### src/rtl/mccp_loader_pkg.sv
// Shared types and constants for the MCCP program loader.
// Control register map matches the videocard_top control slave.
package mccp_loader_pkg;

  typedef enum logic [2:0] {
    IDLE,
    STREAM,
    KICK,
    POLL_REQ,
    POLL_WAIT,
    DONE
  } state_e;

  localparam logic CTRL_START_ADDR  = 1'b0;
  localparam logic CTRL_STATUS_ADDR = 1'b1;
  localparam int   CTRL_START_VAL   = 1;
  localparam int   PROG_BASE        = 65536;

  // Bits needed to hold 0..max_val; at least one bit.
  function automatic int cnt_width(input int max_val);
    return (max_val < 1) ? 1 : $clog2(max_val + 1);
  endfunction

endpackage

### src/rtl/mccp_program_loader_if.sv
// Bundle of the loader's command, stream, videocard and status signals.
// Handshakes: a command or stream word transfers on a rising edge where valid && ready; valid holds its payload until then.
interface mccp_program_loader_if #(
  parameter int WIDTH  = 32,
  parameter int ADDR_W = 17
) ();

  logic                     cmd_valid;
  logic                     cmd_ready;
  logic [ADDR_W-1:0]        cmd_addr;
  logic [ADDR_W-1:0]        cmd_len;
  logic                     cmd_kick;

  logic                     s_valid;
  logic                     s_ready;
  logic [WIDTH-1:0]         s_data;

  logic [ADDR_W-1:0]        address;
  logic [WIDTH-1:0]         data_in;
  logic                     write;

  logic                     address_control;
  logic [WIDTH-1:0]         data_in_control;
  logic                     write_control;
  logic                     read_control;
  logic [WIDTH-1:0]         data_out_control;

  logic                     busy;
  logic                     done;
  logic                     error;
  mccp_loader_pkg::state_e  dbg_state;

  modport master (
    input  cmd_valid, cmd_addr, cmd_len, cmd_kick,
    input  s_valid, s_data,
    input  data_out_control,
    output cmd_ready, s_ready,
    output address, data_in, write,
    output address_control, data_in_control, write_control, read_control,
    output busy, done, error, dbg_state
  );

  modport slave (
    output cmd_valid, cmd_addr, cmd_len, cmd_kick,
    output s_valid, s_data,
    output data_out_control,
    input  cmd_ready, s_ready,
    input  address, data_in, write,
    input  address_control, data_in_control, write_control, read_control,
    input  busy, done, error, dbg_state
  );

endinterface

### src/rtl/mccp_poll_timer.sv
// Loadable saturating down-counter; expire is high while the count is zero.
// Used both for read-latency/poll-gap waits and for the remaining-poll budget.
module mccp_poll_timer #(
  parameter int W = 4
) (
  input  logic         clk,
  input  logic         rst,
  input  logic         load,
  input  logic [W-1:0] load_val,
  input  logic         dec,
  output logic         expire
);

  logic [W-1:0] count_q;
  logic [W-1:0] count_d;

  always_comb begin
    count_d = count_q;
    if (load) begin
      count_d = load_val;
    end else if (dec && (count_q != '0)) begin
      count_d = count_q - W'(1);
    end
  end

  always_ff @(posedge clk or posedge rst) begin
    if (rst) begin
      count_q <= '0;
    end else begin
      count_q <= count_d;
    end
  end

  assign expire = (count_q == '0);

endmodule

### src/rtl/mccp_program_loader.sv
// Streams host words into videocard memory, optionally kicks the MCCP and polls for done.
// Optional checksum output: define MCCP_LOADER_CHECKSUM_EN.
module mccp_program_loader
  import mccp_loader_pkg::*;
#(
  parameter int WIDTH        = 32,
  parameter int ADDR_W       = 17,
  parameter int READ_LATENCY = 1,
  parameter int POLL_GAP     = 8,
  parameter int TIMEOUT      = 4096
) (
  input  logic                 clk,
  input  logic                 reset_sink_reset,
  mccp_program_loader_if.master bus
`ifdef MCCP_LOADER_CHECKSUM_EN
  ,
  output logic [WIDTH-1:0]     checksum
`endif
);

  localparam int WAIT_MAX = (READ_LATENCY > POLL_GAP) ? READ_LATENCY : POLL_GAP;
  localparam int WAIT_W   = cnt_width(WAIT_MAX);
  localparam int POLL_W   = cnt_width(TIMEOUT);

  state_e             state_q, state_d;
  logic [ADDR_W-1:0]  addr_q, addr_d;
  logic [ADDR_W-1:0]  remain_q, remain_d;
  logic               kick_q, kick_d;
  logic               gap_q, gap_d;
  logic               busy_q, busy_d;
  logic               done_q, done_d;
  logic               error_q, error_d;
  logic               write_q, write_d;
  logic [ADDR_W-1:0]  address_q, address_d;
  logic [WIDTH-1:0]   data_in_q, data_in_d;
  logic               write_control_q, write_control_d;
  logic               read_control_q, read_control_d;
  logic               address_control_q, address_control_d;
  logic [WIDTH-1:0]   data_in_control_q, data_in_control_d;
`ifdef MCCP_LOADER_CHECKSUM_EN
  logic [WIDTH-1:0]   sum_q, sum_d;
`endif

  logic               wait_load, wait_dec, wait_expire;
  logic [WAIT_W-1:0]  wait_val;
  logic               poll_load, poll_dec, poll_expire;
  logic               unused_status;

  mccp_poll_timer #(.W(WAIT_W)) u_wait_timer (
    .clk      (clk),
    .rst      (reset_sink_reset),
    .load     (wait_load),
    .load_val (wait_val),
    .dec      (wait_dec),
    .expire   (wait_expire)
  );

  mccp_poll_timer #(.W(POLL_W)) u_poll_budget (
    .clk      (clk),
    .rst      (reset_sink_reset),
    .load     (poll_load),
    .load_val (POLL_W'(TIMEOUT)),
    .dec      (poll_dec),
    .expire   (poll_expire)
  );

  // All bus strobes are registered: an action decided in one state appears on the
  // bus during the following cycle, so the last data write and the kick never overlap.
  always_comb begin
    state_d           = state_q;
    addr_d            = addr_q;
    remain_d          = remain_q;
    kick_d            = kick_q;
    gap_d             = gap_q;
    busy_d            = busy_q;
    done_d            = 1'b0;
    error_d           = error_q;
    write_d           = 1'b0;
    address_d         = address_q;
    data_in_d         = data_in_q;
    write_control_d   = 1'b0;
    read_control_d    = 1'b0;
    address_control_d = address_control_q;
    data_in_control_d = data_in_control_q;
    wait_load         = 1'b0;
    wait_val          = '0;
    wait_dec          = 1'b0;
    poll_load         = 1'b0;
    poll_dec          = 1'b0;
`ifdef MCCP_LOADER_CHECKSUM_EN
    sum_d             = sum_q;
`endif

    case (state_q)
      IDLE: begin
        if (bus.cmd_valid) begin
          addr_d   = bus.cmd_addr;
          remain_d = bus.cmd_len;
          kick_d   = bus.cmd_kick;
          error_d  = 1'b0;
          busy_d   = 1'b1;
`ifdef MCCP_LOADER_CHECKSUM_EN
          sum_d    = '0;
`endif
          if (bus.cmd_len == '0) begin
            state_d = bus.cmd_kick ? KICK : DONE;
          end else begin
            state_d = STREAM;
          end
        end
      end

      STREAM: begin
        if (bus.s_valid) begin
          write_d   = 1'b1;
          address_d = addr_q;
          data_in_d = bus.s_data;
          addr_d    = addr_q + ADDR_W'(1);
          remain_d  = remain_q - ADDR_W'(1);
`ifdef MCCP_LOADER_CHECKSUM_EN
          sum_d     = sum_q + bus.s_data;
`endif
          if (remain_q == ADDR_W'(1)) begin
            state_d = kick_q ? KICK : DONE;
          end
        end
      end

      KICK: begin
        write_control_d   = 1'b1;
        address_control_d = CTRL_START_ADDR;
        data_in_control_d = WIDTH'(CTRL_START_VAL);
        poll_load         = 1'b1;
        state_d           = POLL_REQ;
      end

      POLL_REQ: begin
        read_control_d    = 1'b1;
        address_control_d = CTRL_STATUS_ADDR;
        poll_dec          = 1'b1;
        wait_load         = 1'b1;
        wait_val          = WAIT_W'(READ_LATENCY);
        gap_d             = 1'b0;
        state_d           = POLL_WAIT;
      end

      // gap_q splits this state into the read-latency wait and the inter-poll gap.
      POLL_WAIT: begin
        if (!wait_expire) begin
          wait_dec = 1'b1;
        end else if (gap_q) begin
          state_d = POLL_REQ;
        end else if (bus.data_out_control[0]) begin
          state_d = DONE;
        end else if (poll_expire) begin
          error_d = 1'b1;
          state_d = DONE;
        end else begin
          gap_d     = 1'b1;
          wait_load = 1'b1;
          wait_val  = WAIT_W'(POLL_GAP);
        end
      end

      DONE: begin
        done_d  = 1'b1;
        busy_d  = 1'b0;
        state_d = IDLE;
      end

      default: state_d = IDLE;
    endcase
  end

  always_ff @(posedge clk or posedge reset_sink_reset) begin
    if (reset_sink_reset) begin
      state_q           <= IDLE;
      addr_q            <= '0;
      remain_q          <= '0;
      kick_q            <= 1'b0;
      gap_q             <= 1'b0;
      busy_q            <= 1'b0;
      done_q            <= 1'b0;
      error_q           <= 1'b0;
      write_q           <= 1'b0;
      address_q         <= '0;
      data_in_q         <= '0;
      write_control_q   <= 1'b0;
      read_control_q    <= 1'b0;
      address_control_q <= 1'b0;
      data_in_control_q <= '0;
`ifdef MCCP_LOADER_CHECKSUM_EN
      sum_q             <= '0;
`endif
    end else begin
      state_q           <= state_d;
      addr_q            <= addr_d;
      remain_q          <= remain_d;
      kick_q            <= kick_d;
      gap_q             <= gap_d;
      busy_q            <= busy_d;
      done_q            <= done_d;
      error_q           <= error_d;
      write_q           <= write_d;
      address_q         <= address_d;
      data_in_q         <= data_in_d;
      write_control_q   <= write_control_d;
      read_control_q    <= read_control_d;
      address_control_q <= address_control_d;
      data_in_control_q <= data_in_control_d;
`ifdef MCCP_LOADER_CHECKSUM_EN
      sum_q             <= sum_d;
`endif
    end
  end

  assign bus.cmd_ready       = (state_q == IDLE);
  assign bus.s_ready         = (state_q == STREAM);
  assign bus.address         = address_q;
  assign bus.data_in         = data_in_q;
  assign bus.write           = write_q;
  assign bus.address_control = address_control_q;
  assign bus.data_in_control = data_in_control_q;
  assign bus.write_control   = write_control_q;
  assign bus.read_control    = read_control_q;
  assign bus.busy            = busy_q;
  assign bus.done            = done_q;
  assign bus.error           = error_q;
  assign bus.dbg_state       = state_q;

  // Only the done bit of the status word is meaningful.
  assign unused_status = ^bus.data_out_control[WIDTH-1:1];

`ifdef MCCP_LOADER_CHECKSUM_EN
  assign checksum = sum_q;
`endif

endmodule

### src/flat_wrapper.sv
// flat-port wrapper written by rule: the top's interface ports become plain ports
module mccp_program_loader_flat import mccp_loader_pkg::*;
#(
  parameter int WIDTH        = 32,
  parameter int ADDR_W       = 17,
  parameter int READ_LATENCY = 1,
  parameter int POLL_GAP     = 8,
  parameter int TIMEOUT      = 4096
)
  (clk, reset_sink_reset, bus_cmd_valid, bus_cmd_addr, bus_cmd_len, bus_cmd_kick, bus_s_valid, bus_s_data, bus_data_out_control, bus_cmd_ready, bus_s_ready, bus_address, bus_data_in, bus_write, bus_address_control, bus_data_in_control, bus_write_control, bus_read_control, bus_busy, bus_done, bus_error, bus_dbg_state);
  mccp_program_loader_if #(.WIDTH(WIDTH), .ADDR_W(ADDR_W)) bus_i ();
  input  logic clk;
  input  logic reset_sink_reset;
  input wire logic [$bits(bus_i.cmd_valid)-1:0] bus_cmd_valid;
  input wire logic [$bits(bus_i.cmd_addr)-1:0] bus_cmd_addr;
  input wire logic [$bits(bus_i.cmd_len)-1:0] bus_cmd_len;
  input wire logic [$bits(bus_i.cmd_kick)-1:0] bus_cmd_kick;
  input wire logic [$bits(bus_i.s_valid)-1:0] bus_s_valid;
  input wire logic [$bits(bus_i.s_data)-1:0] bus_s_data;
  input wire logic [$bits(bus_i.data_out_control)-1:0] bus_data_out_control;
  output wire logic [$bits(bus_i.cmd_ready)-1:0] bus_cmd_ready;
  output wire logic [$bits(bus_i.s_ready)-1:0] bus_s_ready;
  output wire logic [$bits(bus_i.address)-1:0] bus_address;
  output wire logic [$bits(bus_i.data_in)-1:0] bus_data_in;
  output wire logic [$bits(bus_i.write)-1:0] bus_write;
  output wire logic [$bits(bus_i.address_control)-1:0] bus_address_control;
  output wire logic [$bits(bus_i.data_in_control)-1:0] bus_data_in_control;
  output wire logic [$bits(bus_i.write_control)-1:0] bus_write_control;
  output wire logic [$bits(bus_i.read_control)-1:0] bus_read_control;
  output wire logic [$bits(bus_i.busy)-1:0] bus_busy;
  output wire logic [$bits(bus_i.done)-1:0] bus_done;
  output wire logic [$bits(bus_i.error)-1:0] bus_error;
  output wire logic [$bits(bus_i.dbg_state)-1:0] bus_dbg_state;
  assign bus_i.cmd_valid = bus_cmd_valid;
  assign bus_i.cmd_addr = bus_cmd_addr;
  assign bus_i.cmd_len = bus_cmd_len;
  assign bus_i.cmd_kick = bus_cmd_kick;
  assign bus_i.s_valid = bus_s_valid;
  assign bus_i.s_data = bus_s_data;
  assign bus_i.data_out_control = bus_data_out_control;
  assign bus_cmd_ready = bus_i.cmd_ready;
  assign bus_s_ready = bus_i.s_ready;
  assign bus_address = bus_i.address;
  assign bus_data_in = bus_i.data_in;
  assign bus_write = bus_i.write;
  assign bus_address_control = bus_i.address_control;
  assign bus_data_in_control = bus_i.data_in_control;
  assign bus_write_control = bus_i.write_control;
  assign bus_read_control = bus_i.read_control;
  assign bus_busy = bus_i.busy;
  assign bus_done = bus_i.done;
  assign bus_error = bus_i.error;
  assign bus_dbg_state = bus_i.dbg_state;
  mccp_program_loader #(.WIDTH(WIDTH), .ADDR_W(ADDR_W), .READ_LATENCY(READ_LATENCY), .POLL_GAP(POLL_GAP), .TIMEOUT(TIMEOUT)) u_core (.clk(clk), .reset_sink_reset(reset_sink_reset), .bus(bus_i));
endmodule
### config.mk
export PLATFORM = sky130hd
export DESIGN_NAME = mccp_program_loader_flat
export DESIGN_NICKNAME = d
export VERILOG_FILES = /design/src/rtl/mccp_loader_pkg.sv /design/src/rtl/mccp_program_loader_if.sv /design/src/rtl/mccp_poll_timer.sv /design/src/rtl/mccp_program_loader.sv /design/src/flat_wrapper.sv
export SDC_FILE = /design/constraint.sdc
export NUM_CORES = 1
export LEC_CHECK = 0
export CAP_MARGIN = 20
export CORE_MARGIN = 2
export CORE_UTILIZATION = 44
export CTS_BUF_LIST = sky130_fd_sc_hd__clkbuf_8
export DETAILED_ROUTE_END_ITERATION = 6
export DONT_BUFFER_PORTS = 1
export GPL_ROUTABILITY_DRIVEN = 0
export MAX_ROUTING_LAYER = met4
export SYNTH_ARGS = -nofsm -noshare
export SYNTH_HDL_FRONTEND = slang
export SYNTH_SLANG_ARGS = --single-unit
### constraint.sdc
create_clock -name clk -period 5.28 [get_ports clk]
set_clock_uncertainty 0.05 [all_clocks]
set_input_delay 1.056 -clock clk [delete_from_list [all_inputs] [get_ports clk]]
set_output_delay 1.056 -clock clk [all_outputs]
set_load 0.05 [all_outputs]
==> results.sh <==
export IMPL_ys_warn_count=0
export IMPL_hold_path_class="register to register"
export IMPL_syn_cell_area_mm2=0.00572
export IMPL_wl_met2_um=6510
export IMPL_syn_inst=657
export IMPL_min_delay_path_depth=1
export IMPL_slew_violations=0
export IMPL_multiInputGateArea_mm2=0.00258
export IMPL_numClockSinks=113
export IMPL_hold_ws_ps=449
export IMPL_die_area_mm2=0.0139
export IMPL_worstPathMaxFanout=58
export IMPL_grt_pass1_vias=4282
export IMPL_drc=0
export IMPL_async_flop_share_pct=100
export IMPL_hold_end="u_core.u_wait_timer.count_q[3]$_DFFE_PP0P_"
export IMPL_row_count=41
export IMPL_fin_crit_sh_pct=67.3
export IMPL_cts_setup_buffers=0
export IMPL_path_class="register to output pin"
export IMPL_dpl_cell_area_mm2=0.00574
export IMPL_crit_arrival_ps=2450
export IMPL_combPwrFrac_pct=32.7
export IMPL_top_layer="met4"
export IMPL_end_kind="output pin"
export IMPL_drt_total_wl_um=13400
export IMPL_timing_hold_violations_final=0
export IMPL_setup_tns_ps=0
export IMPL_dr_wl_met3_um=867
export IMPL_mostFrequentLayoutCells="176 x nand2_1, 113 x dfrtp_1, 44 x a21oi_1, 40 x nor2_1, 35 x o21ai_0"
export IMPL_power_leakage_nw=2.81
export IMPL_antenna_found_initial=0
export IMPL_power_w=0.00500
export IMPL_yosysSeqAreaShare_pct=49.5
export IMPL_vias=4495
export IMPL_avgSynthCellArea_um2=8.70
export IMPL_synth_edff_count=0
export IMPL_cts_max_level=4
export IMPL_status="complete, no violations"
export IMPL_coreArea_mm2=0.0127
export IMPL_syn2layout_area_growth_pct=8.71
export IMPL_clk_path_buf_depth=2
export IMPL_worstRegToRegCells=9
export IMPL_die_h_um=118
export IMPL_cap_violations=0
export IMPL_tightest_slew_ps=1090
export IMPL_rsz0062_at_grt="false"
export IMPL_clock_power_share_pct=18.4
export IMPL_die_x_um=118
export IMPL_setup_viol_count_final=0
export IMPL_seqCellArea_mm2=0.00283
export IMPL_r2r_start="u_core.bus.dbg_state[2]$_DFFE_PP0P_"
export IMPL_grt_overflow=0
export IMPL_viasPerCell=5.38
export IMPL_grt_util_all_layers_pct=20.4
export IMPL_hold_buffers=0
export IMPL_r2r_end="u_core.addr_q[13]$_DFFE_PP0P_"
export IMPL_cp_data_required_time_ps=4170
export IMPL_ys_seq_elements=113
export IMPL_insertion_delay_ps=440
export IMPL_power_density_mw_per_mm2=805
export IMPL_layout_commonest_cell="nand2_1"
export IMPL_fin_area_mm2=0.00621
export IMPL_dp_hpwl_um=9220
export IMPL_portBuffers=0
export IMPL_fin_nets=759
export IMPL_hold_start="u_core.u_wait_timer.count_q[3]$_DFFE_PP0P_"
export IMPL_grt_pass1_wl_um=22100
export IMPL_drtAntennaViolNets=0
export IMPL_cts_repair_resized=0
export IMPL_io_pins=196
export IMPL_switchingPower_w=0.00260
export IMPL_clk_pin_slew_ps=70
export IMPL_power_frac_seq_pct=48.9
export IMPL_ys_flop_type="dfrtp_1"
export IMPL_p_sw_share_pct=52.0
export IMPL_start_util_pct=45.1
export IMPL_max_freq_ghz=0.281
export IMPL_cpMaxStageDelayCell="dfrtp_1"
export IMPL_synth_cell_types=59
export IMPL_crit_top_cell="buf_4"
export IMPL_detailedRoute_firstPassIterationCount=5
export IMPL_num_antenna_cells=0
export IMPL_post_route_util_pct=49.0
export IMPL_drt_met1_wl_um=5880
export IMPL_critPathMaxStageDelay_ps=710
export IMPL_fillers=1226
export IMPL_wire_per_inst_um=16.1
export IMPL_cp_cell_sequence="nor2_1 > nand2_1 > buf_4 > inv_2 > buf_4"
export IMPL_cts_made_buffers=17
export IMPL_p_int_w=0.00240
export IMPL_drive_gt1_share_pct=9.49
export IMPL_grt_max_degree=80
export IMPL_start_kind="register"
export IMPL_drtIter0Drc=238
export IMPL_cts_tree="done"
export IMPL_finalCriticalPeriod_ps=3550
export IMPL_ff2ff_setup_slack_ps=2020
export IMPL_cts_root_buffer_cell="clkbuf_8"
export IMPL_max_vdd_ir_drop_uv=387
export IMPL_relSlewSlack_pct=27.2
==> layer usage <==
metal / GRT usage (%) / vias up
met4: 7.15 / 0
met3: 6.69 / 12
met5: - / -
li1: - / 2194
met1: 25.5 / 2164
met2: 31.3 / 125
==> cell type report <==
type                       instances  share of cell area (%)
timing repair buffer               7                    1.05
tap                              172                    3.46
clock buffer                      20                    4.43
multi-input combinational        494                    41.5
inverter                          18                    1.21
sequential                       113                    45.5
clock inverter                    12                    2.90
==> power by group through the flow <==
stage          clock [W]  sequential, W  combinational [W]
3_5_place_dp           0        0.00246            0.00164
4_1_cts         0.000951        0.00245            0.00165
5_1_grt         0.000991        0.00251            0.00188
6_report        0.000920        0.00245            0.00163
3_3_place_gp           0        0.00245            0.00159
2_1_floorplan          0        0.00232            0.00140
==> how the worst max path moves through the flow <==
| stage | startpoint | end | slack [ps] | cells after the start |
|---|---|---|---|---|
| 4_1_cts | u_core.bus.dbg_state[1]$_DFFE_PP0P_ | bus_s_ready | 1690 | 5 |
| 3_5_place_dp | u_core.bus.dbg_state[2]$_DFFE_PP0P_ | u_core.addr_q[13]$_DFFE_PP0P_ | 1990 | 9 |
| 3_3_place_gp | u_core.bus.dbg_state[2]$_DFFE_PP0P_ | u_core.addr_q[13]$_DFFE_PP0P_ | 2030 | 9 |
| 6_report | u_core.bus.dbg_state[2]$_DFFE_PP0P_ | bus_s_ready | 1730 | 5 |
| 5_1_grt | u_core.bus.dbg_state[2]$_DFFE_PP0P_ | bus_s_ready | 1510 | 5 |
| 2_1_floorplan | reset_sink_reset | u_core.addr_q[0]$_DFFE_PP0P_ | 1190 | 1 |
==> cell families after synthesis <==
family | count (synthesis) | synth area share, %
muxes | 5 | 0.897
AOI/OAI and AO/OA | 130 | 14.1
other | 1 | 0.0656
adders and majority gates | 5 | 1.09
DFF | 113 | 49.5
and+or+nand+nor | 314 | 25.4
xor gates and xnor gates | 9 | 1.38
buffers and inverters | 80 | 7.66
==> metrics by stage <==
stage          instances  setup WS [ps]
6_report             836           1730
5_1_grt              836           1510
4_1_cts              835           1690
3_5_place_dp         803           1990
3_3_place_gp         803           2030
2_1_floorplan        687           1190
==> cells in the mapped netlist (all sizes together), types with 2 or more instances <==
cell	number	area share (%)
nand4	6	0.66
ha	5	1.1
nor3b	5	0.66
a32oi	2	0.31
buf	39	4.9
o21ai	35	3.1
nor3	21	1.9
o31ai	4	0.53
a41oi	2	0.31
o2bb2ai	4	0.61
nand2b	6	0.66
a2bb2oi	4	0.61
or4b	2	0.35
nor4b	2	0.31
a21oi	44	3.9
or2	2	0.22
dfrtp	113	49
o211ai	3	0.39
mux2i	4	0.70
nand3	21	1.8
xnor2	8	1.2
a211oi	2	0.26
o21a	5	0.66
inv	17	1.1
nor2	41	2.8
clkbuf	23	1.5
or3	4	0.50
or3b	3	0.46
o22ai	11	1.2
a22oi	3	0.39
nand2	177	12
or4	4	0.61
nor4	15	2.1
o32a	2	0.35
a31oi	4	0.44
==> registers in the layout (all words and copies together), names as in the netlist <==
register	count
u_core.bus.error	1
u_core.bus.address_control	1
u_core.bus.done	1
u_core.bus.data_in	32
u_core.bus.address	17
u_core.bus.read_control	1
u_core.addr_q	17
u_core.u_wait_timer.count_q	4
u_core.bus.write_control	1
u_core.gap_q	1
u_core.kick_q	1
u_core.bus.write	1
u_core.bus.data_in_control	1
u_core.u_poll_budget.count_q	13
u_core.remain_q	17
u_core.bus.busy	1
u_core.bus.dbg_state	3
==> critical path, delay by kind of cell (launching register included) <==
kind                   cells  cell delay, ps
flip-flops                 1             710
buffers and inverters      3             910
AND/OR/NAND/NOR            2             360
(Power assumes the default switching activity.)
